File: config.mk
export PLATFORM = sky130hd
export DESIGN_NAME = tcdm_bank_tas_adapter
export DESIGN_NICKNAME = d
export VERILOG_FILES = /design/src/rtl/tcdm_bank_tas_adapter.sv
export SDC_FILE = /design/constraint.sdc
export NUM_CORES = 1
export LEC_CHECK = 0
export ABC_AREA = 1
export BUFFER_PORTS_ARGS = -buffer_cell sky130_fd_sc_hd__buf_2
export CAP_MARGIN = 20
export CORE_MARGIN = 4
export CORE_UTILIZATION = 40
export CTS_BUF_LIST = sky130_fd_sc_hd__clkbuf_8
export DETAILED_ROUTE_END_ITERATION = 16
export PLACE_DENSITY_LB_ADDON = 0.05
export SYNTH_ARGS = -nofsm -noshare
export SYNTH_HDL_FRONTEND = slang
export SYNTH_SLANG_ARGS = --single-unit
export TNS_END_PERCENT = 5
File: constraint.sdc
create_clock -name clk_i -period 2.7 [get_ports clk_i]
set_input_delay 0.27 -clock clk_i [delete_from_list [all_inputs] [get_ports clk_i]]
set_output_delay 0.27 -clock clk_i [all_outputs]
set_load 0.05 [all_outputs]
File: src/rtl/tcdm_bank_tas_adapter.sv
`default_nettype none
// ============================================================================
// Module      : tcdm_bank_tas_adapter
// Description : TCDM bank front-end adding an atomic test-and-set operation
//               (read old value, then write all ones) on top of a 1-cycle SRAM.
// Revision    : 1.0 - initial release
// ============================================================================
module tcdm_bank_tas_adapter #(
   parameter int DATA_WIDTH     = 32,
   parameter int ADDR_MEM_WIDTH = 11,
   parameter int ID_WIDTH       = 20,
   parameter int CNT_WIDTH      = 16
) (
   input  logic                      clk_i,
   input  logic                      rst_ni,
   input  logic                      clear_i,

   input  logic                      mem_req_i,
   output logic                      mem_gnt_o,
   input  logic [ADDR_MEM_WIDTH:0]   mem_add_i,
   input  logic                      mem_wen_i,
   input  logic [DATA_WIDTH-1:0]     mem_data_i,
   input  logic [DATA_WIDTH/8-1:0]   mem_be_i,
   input  logic [ID_WIDTH-1:0]       mem_id_i,

   output logic [DATA_WIDTH-1:0]     mem_r_data_o,
   output logic                      mem_r_valid_o,
   output logic [ID_WIDTH-1:0]       mem_r_id_o,

   output logic                      sram_req_o,
   output logic                      sram_we_o,
   output logic [ADDR_MEM_WIDTH-1:0] sram_add_o,
   output logic [DATA_WIDTH-1:0]     sram_wdata_o,
   output logic [DATA_WIDTH/8-1:0]   sram_be_o,
   input  logic [DATA_WIDTH-1:0]     sram_rdata_i,

   output logic [CNT_WIDTH-1:0]      tas_count_o
);

   typedef enum logic [0:0] {
      IDLE   = 1'b0,
      TAS_WR = 1'b1
   } state_t;

   state_t                    r_state;
   state_t                    w_state_next;
   logic                      w_tas_flag;
   logic                      w_tas_start;
   logic                      w_grant;
   logic [ADDR_MEM_WIDTH-1:0] r_tas_idx;
   logic [CNT_WIDTH-1:0]      r_tas_count;
   logic                      r_rvalid;
   logic                      r_rd_resp;
   logic [ID_WIDTH-1:0]       r_rid;

   assign w_tas_flag  = mem_add_i[ADDR_MEM_WIDTH];
   // A TAS-flagged write is a plain write; only a flagged read starts the sequence.
   assign w_tas_start = (r_state == IDLE) && mem_req_i && w_tas_flag && mem_wen_i;
   assign w_grant     = mem_gnt_o && mem_req_i;

   always_ff @(posedge clk_i or negedge rst_ni) begin
      if (!rst_ni) begin
         r_state <= IDLE;
      end else begin
         r_state <= w_state_next;
      end
   end

   // The SRAM strobe is gated by rst_ni so an in-flight TAS write dies on reset.
   always_comb begin
      w_state_next = r_state;
      mem_gnt_o    = 1'b0;
      sram_req_o   = 1'b0;
      sram_we_o    = 1'b0;
      sram_add_o   = mem_add_i[ADDR_MEM_WIDTH-1:0];
      sram_wdata_o = mem_data_i;
      sram_be_o    = mem_be_i;
      case (r_state)
         IDLE: begin
            mem_gnt_o  = mem_req_i;
            sram_req_o = mem_req_i && rst_ni;
            sram_we_o  = ~mem_wen_i;
            if (w_tas_start) begin
               w_state_next = TAS_WR;
            end
         end
         TAS_WR: begin
            sram_req_o   = rst_ni;
            sram_we_o    = 1'b1;
            sram_add_o   = r_tas_idx;
            sram_wdata_o = '1;
            sram_be_o    = '1;
            w_state_next = IDLE;
         end
         default: begin
            w_state_next = IDLE;
         end
      endcase
      if (clear_i) begin
         w_state_next = IDLE;
      end
   end

   always_ff @(posedge clk_i or negedge rst_ni) begin
      if (!rst_ni) begin
         r_tas_idx <= '0;
      end else if (w_tas_start) begin
         r_tas_idx <= mem_add_i[ADDR_MEM_WIDTH-1:0];
      end
   end

   always_ff @(posedge clk_i or negedge rst_ni) begin
      if (!rst_ni) begin
         r_tas_count <= '0;
      end else if (clear_i) begin
         r_tas_count <= '0;
      end else if ((r_state == TAS_WR) && (r_tas_count != '1)) begin
         r_tas_count <= r_tas_count + CNT_WIDTH'(1);
      end
   end

   // Response ID register doubles as the latched request ID of a TAS.
   always_ff @(posedge clk_i or negedge rst_ni) begin
      if (!rst_ni) begin
         r_rvalid  <= 1'b0;
         r_rd_resp <= 1'b0;
         r_rid     <= '0;
      end else begin
         r_rvalid  <= w_grant;
         r_rd_resp <= w_grant && mem_wen_i;
         if (w_grant) begin
            r_rid <= mem_id_i;
         end
      end
   end

   assign mem_r_valid_o = r_rvalid;
   assign mem_r_id_o    = r_rid;
   assign mem_r_data_o  = r_rd_resp ? sram_rdata_i : '0;
   assign tas_count_o   = r_tas_count;

endmodule
`default_nettype wire

==> impl_summary.md, run 1 <==
STA
Across all setup checks in the final design, the least slack found is ~690 ps. The number of slew-limit violations in the final report is 0. The final count of hold timing violations came to 0. Adding up every negative setup slack in the final design gives 0 ps. The final period demand of the worst path is just over 2000 ps. The final worst-path cycle share is 0.746. The worst-case headroom to the max-slew limit is 0.410. Based on the critical path, the design can be clocked at up to around 0.5 GHz. Setup repair after global routing left no endpoint under its margin. For the pin with the worst max-slew slack, the measured transition is between 800 and 900 ps.

Setup violations remaining at the end of the flow were counted as 0. For the final database, setup skew stands at 8.98 ps.

Route
In the routed design, unresolved DRC markers number 0. The via total after detailed routing is between 3,000 and 4,000. The detailed router used layers up to and including met4. The met3 wire length is 1020 µm. The violation count after the first detailed-routing iteration is between 100 and 150.

Summed over all layers, the routed wires come to around 10,000 µm. The antenna violation net count after detailed routing is 0. Dividing the detail-routed wire length by the instance count gives 13.9 µm. The per-cell via count in the routed design is 4.54.

For this block, wires on met1 add up to between 3000 and 4000 µm. For this run, the detailed router's first-pass iteration total came to 4. Summed over all nets, wire length on met2 after detailed routing comes to between 5000 and 6000 µm.

Placement
The quantity of I/O buffers inserted on ports is around 220. Prior to clock tree synthesis, the placed netlist has a worst setup slack of around 700 ps. Once detailed placement completed, the half-perimeter wirelength came to around 8100 µm. The routability congestion estimate from global placement is approximately 0.85.

Pwr
Of the total power, the share spent switching nets is 0.405. Across the VDD grid, the largest voltage drop is about 0.35 mV. The share of total power in the clock network is 0.234. Summed over all nets, the switching power comes to ~0.00082 W. The internal power summed over all cells is about 0.0012 W. Power spread over the standard cell area amounts to a little under 500 nW/µm². The leakage power summed over all cells is about 2.7 nW. The share of total power dissipated in combinational logic is 0.346. The part of the power in registers is 0.420.

Yosys
The number of distinct library cells after synthesis is 23. The gate count of the mapped netlist is between 400 and 500. The synthesized area per cell is approximately 6.9 µm². The count of synthesis-stage warnings from yosys is 0. Counting every net in the synthesized netlist gives approximately 530.

In this run, synthesis produced a sequential element count of 50. The synthesized netlist occupies a cell area of between 2000 and 3000 µm². Of the synthesized area, sequential elements account for 0.431.

Setup path
Of all nets on the critical path, the largest fanout is 40. The critical path arrival is 1740 ps. The cell with the biggest individual delay on the critical path is dfrtp_1. Walking the worst path, the cells encountered are buf_12 > or2_2 > buf_2. Data on the critical path is required at its endpoint by 2430 ps.

The worst setup path is launched from a register. The maximum single-stage delay on the critical path is 620 ps. Setup slack on the worst reg-to-reg path comes out at 690 ps. The classification of the worst setup path is reg2out. The depth of the worst register-to-register path is 4. The worst setup path is captured at a primary output. The startpoint identified for the worst register-to-register timing path is r_state. The critical register-to-register path endpoint is tas_count_o[10].

GRT
Entering global routing, the biggest net connects 51 pins. Across every metal layer, demand over resource in global routing totals 0.225. The first-pass GRT wire length is ~15,000 µm. The initial antenna violation count is 1.

After global routing the overflow that remains totals 0. The via count of the first global-routing pass was a little over 3,000.

Run
The number of maximum-capacitance violations is 0.

Final layout
The count of fill cells added during filler insertion is 709. Relative to the synthesized area, the layout overhead comes to 44.4%. The total area of multi-input combinational cells is 1350 µm².

The library cells used most frequently in the layout, excluding fill and tap cells, are buf_2 (223), nand2_1 (170), inv_1 (57). The post-layout net count is 740. Across the whole layout, storage elements account for 1250 µm².

The share of post-route cells with drive strength above 1 is 0.435. The library cell used most frequently in the layout, excluding fill and tap cells, is buf_2.

Die
In this run the standard cell core region covers about 6900 µm². The starting density of the core is 0.421. The floorplan has 30 rows. The die height is approximately 93 µm.

The die outline area is ~8700 µm². 224 I/O pins were placed. The floorplan step set the die width to a little over 90 µm.

Clock network
The clock net sink count is 50. The CTS H-tree depth is 2. After clock tree synthesis, the repair step resized 0 gates.

Clock tree synthesis inserted a total of 5 buffers. TritonCTS built the clock tree. The cell sitting at the root of the clock tree is a clkbuf_8.

The maximum buffer depth of the clock tree is 2. The worst-skew pair later-pin latency is 300 ps. For this design, the CTS-stage hold fixing added 0 buffers. The clock edge transition at the registers on the reported setup and hold paths is about 90 ps. The buffer count from post-CTS setup fixing is 0.

Run status
The run finished with clean final reports.

Hold path
The path class of the lowest-slack min-delay path is in2async.
-- state kept, by name (all words and copies together) (netlist names) --
name and count:
r_tas_idx 11, r_state 1, r_rd_resp 1, mem_r_valid_o 1
mem_r_id_o 20, tas_count_o 16
-- cell type report --
type / instances / share of cell area
timing repair buffer: 226 / 0.274
clock buffer: 6 / 0.0197
inverter: 58 / 0.0522
sequential: 50 / 0.298
antenna: 1 / 0.000597
clock inverter: 2 / 0.00388
multi-input combinational: 293 / 0.322
tap: 96 / 0.0286
-- kinds of logic after synthesis --
group	share of synthesized area
adders and majority gates	0.00431
and+or+nand+nor	0.384
buffers and inverters	0.104
AOI/OAI and AO/OA	0.0676
DFF	0.431
xor gates and xnor gates	0.00905
-- worst max-delay path by stage --
stage	slack, ps	depth (start not counted)	endpoint	start
global route	440	4	tas_count_o[8]	r_state
CTS	670	3	sram_wdata_o[2]	r_state
floorplan	710	2	sram_add_o[1]	r_state
global placement	710	4	tas_count_o[2]	r_state
detailed placement	700	4	tas_count_o[2]	r_state
finish	690	3	sram_wdata_o[2]	r_state
-- cells in the mapped netlist --
cell type	number	share of area
ha_1	1	0.0043
o21ai_1	4	0.0069
a21oi_1	4	0.0069
clkbuf_1	14	0.018
o21ai_4	1	0.0056
inv_1	57	0.074
xor2_1	3	0.0090
o21a_1	1	0.0026
nand2_4	1	0.0039
or2_2	36	0.078
o21ai_0	22	0.038
nand2_1	170	0.22
nor2_4	3	0.012
buf_2	1	0.0017
nand4_1	9	0.019
buf_1	1	0.0013
o21bai_1	2	0.0052
nand3_1	16	0.028
o211ai_1	1	0.0026
nor2_1	19	0.025
dfrtp_1	50	0.43
buf_6	2	0.0078
clkinv_2	1	0.0017
-- power groups by stage --
stage | registers, W | clock network [W] | logic (W)
2_1_floorplan | 0.000967 | 0 | 0.000381
3_3_place_gp | 0.000862 | 0 | 0.000698
3_5_place_dp | 0.000862 | 0 | 0.000705
4_1_cts | 0.000848 | 0.000488 | 0.000706
5_1_grt | 0.000858 | 0.000518 | 0.000744
6_report | 0.000848 | 0.000472 | 0.000697
-- metal layers --
layer	global-route usage	up-vias
met1	0.255	1481
met2	0.400	136
met3	0.0716	17
met4	0.0684	0
met5	0	-
li1	-	1692
-- critical path: cells and delay by family, from the launching register on --
family | cells | cell delay, ps
buffers and inverters | 2 | 500
flip-flops | 1 | 620
AND/OR/NAND/NOR | 1 | 310
-- through the flow --
step,hold WS [ps],cells,util,area [µm²],total power [W]
3_3_place_gp,448,723,0.593,4090,0.00156
6_report,136,732,0.607,4190,0.00202
5_1_grt,148,732,0.607,4190,0.00212
4_1_cts,148,731,0.607,4190,0.00204
2_1_floorplan,-25.6,419,-,2910,0.00135
3_5_place_dp,453,723,0.593,4090,0.00157
Power figures use the tool's default switching activity.
==> inputs of run 2 (changes only) <==
clock period = 2 ns   (was 2.7 ns; I/O delays follow)
==> run 2 against run 1 <==
  * Global-route usage about the same
  * Via count decreased by 1.3%
  * Utilization increased by 0.42 points
  * Clock-buffer cell count decreased by 1
==> impl_summary.md, run 2 (synthesis gave the netlist of run 1 again) <==
Run status
The flow ran to the end, and the final reports show no timing, DRC or antenna violations.

STA
For this run, the top clock speed supported by timing is between 0.5 and 0.6 GHz. The clock tree skew after final layout is around 12 ps. Across all hold checks on the routed design, the worst slack comes to slightly above 70 ps. Setup repair after global routing left no endpoint under its margin. The final count of hold timing violations is 0. The final period demand of the worst path is approximately 1800 ps. For the final routed database, the setup TNS stands at 0 ps. The transition time of the tightest slew-check pin is between 600 and 700 ps.

Of the available clock period, the critical path in the final layout requires 0.895. The number of slew-limit violations in the final report is 0. The worst-case headroom to the max-slew limit is 0.566.

Setup violations remaining at the end of the flow were counted as 0.

GRT
The via count of the first global-routing pass is ~3,100. For this run the aggregate overflow at the end of global routing stands at 0. Across every metal layer, demand over resource in global routing totals 0.224.

The initial antenna violation count came to 1. The first global-routing pass estimated around 16,000 µm of wire. The maximum number of pins on one net before global-route repair is 53.

Run
The number of maximum-capacitance violations is 0.

Setup path
The worst setup path is launched from a register. The maximum single-stage delay on the critical path is 500 ps. The critical path arrival is about 1600 ps.

The element type at the critical path end is a primary output. For this design, the slowest cell found on the critical path is dfrtp_1. Across all register-to-register paths, the minimum setup slack is 250 ps. The required time reported for the critical path endpoint is between 1500 and 2000 ps.

The critical path goes through buf_12 > o21ai_0 > buf_2. In this run the worst path has a maximum fanout of 52. The setup path with the least slack is of type reg2out.

Final layout
For this run, the share of the core covered by cells in the final layout is 0.611. After the last flow step, the layout net total stands at 742. The multi-input combinational cells in the finished layout cover a total of approximately 1400 µm². The area growth from synthesis to layout is 45.3%. The share of post-route cells with drive strength above 1 is 0.439. The register with the most flip-flops in the layout has 20 of them. The count of fill cells added during filler insertion is 714. The flip-flop and latch area is around 1300 µm². The library cell used most frequently in the layout, excluding fill and tap cells, is buf_2.

In the layout the commonest cells are buf_2 (223), nand2_1 (169), inv_1 (57).

Clock network
The number of hold buffers added after CTS is 0. The clock net sink count is 50. The buffer count from post-CTS setup fixing is 0.

TritonCTS built the clock tree. The worst-skew pair later-pin latency is about 300 ps. The clock edge transition at the registers on the reported setup and hold paths is roughly 100 ps. The clock root buffer master is clkbuf_8. The count of cells resized by post-cts repair is 0. CTS built an H-tree with a depth of 2.

Counting along the longest clock path gives a buffer depth of 2. The total CTS buffers is 5.

Route
Once detail routing completed, the nets flagged for antenna violations numbered 0. The remaining routing DRC violations is 0. The post-detailed-route wirelength per cell is about 14 µm. The total detailed-routing wirelength is approximately 10,000 µm. The total iterations of the first detailed-routing run is 4. Using the TritonRoute via totals, the vias-per-cell ratio works out to around 4.5. The detailed router placed 3,282 vias in this run. In this run, the number of DRC markers left after iteration 0 of detailed routing was roughly 130.

Placement
The routability congestion estimate from global placement is 0.847. The placed wire-length estimate after detailed placement is approximately 8100 µm. The quantity of I/O buffers inserted on ports is between 200 and 250.

Pwr
The share of total power dissipated in sequential elements is 0.406. Across the VDD grid, the largest voltage drop is approximately 0.64 mV. The net switching component of the power is 0.00109 W. Internal power comes to approximately 0.0017 W. The leakage power summed over all cells is 2.72 nW. The cell area power density is 662 nW/µm². The share of total power in the clock network is 0.250. Of the total power, the share spent switching nets is 0.389. The share of total power dissipated in combinational logic is 0.343.

Die
The die is ~93 µm wide. The total I/O pin count is around 220. After floorplanning, the core was divided into 30 placement rows.

The die height is just over 90 µm. The core footprint is 6910 µm². The initial utilization of the core area, before any placement, comes to 0.421. The die covers between 8000 and 9000 µm².

Hold path
The path class of the lowest-slack min-delay path is in2async.
-- run 2: power by group through the flow --
stage,Sequential [W],Clock [W],Combinational [W]
after floorplan,0.00131,0,0.000515
after global placement,0.00115,0,0.000955
after detailed placement,0.00115,0,0.000965
after CTS,0.00114,0.000717,0.000967
after global routing,0.00115,0.000755,0.00102
final,0.00114,0.000700,0.000959
-- run 2: metal layers --
metal  GRT usage  vias up  share of wire
met2       0.387      141           0.49
met5           0        -              0
met1       0.270     1436           0.40
met4      0.0781        0          0.024
li1            -     1691              -
met3      0.0579       14          0.080
-- run 2: final timing paths --
check / start / end / cells after the start
min in group clk_i: mem_id_i[17] / mem_r_id_o[17] / 3
min: rst_ni / tas_count_o[11] / 2
max: r_state / sram_add_o[10] / 3
max in group asynchronous: rst_ni / tas_count_o[14] / 2
max reg2reg: tas_count_o[1] / tas_count_o[2] / 9
min reg2reg: mem_r_id_o[0] / mem_r_id_o[0] / 2
-- run 2: stage by stage --
step                std cells  power, W  worst slack (ps)  instance area, µm²
floorplan                 419   0.00182              84.2                2910
global placement          725   0.00211               105                4110
detailed placement        725   0.00212              23.7                4110
CTS                       732   0.00282              2.09                4220
global route              733   0.00293              48.6                4220
finish                    733   0.00279               210                4220
-- run 2: cell type report --
class / count / area share
tap: 96 / 0.0284
clock buffer: 5 / 0.0163
inverter: 58 / 0.0519
sequential: 50 / 0.296
antenna: 1 / 0.000593
multi-input combinational: 293 / 0.321
timing repair buffer: 228 / 0.276
clock inverter: 2 / 0.00919
-- run 2: worst max-delay path, delay by kind of cell, from the launching register on --
family	cells	cell delay (ps)
buffers and inverters	2	540
flip-flops	1	500
AO/OA/AOI/OAI	1	230
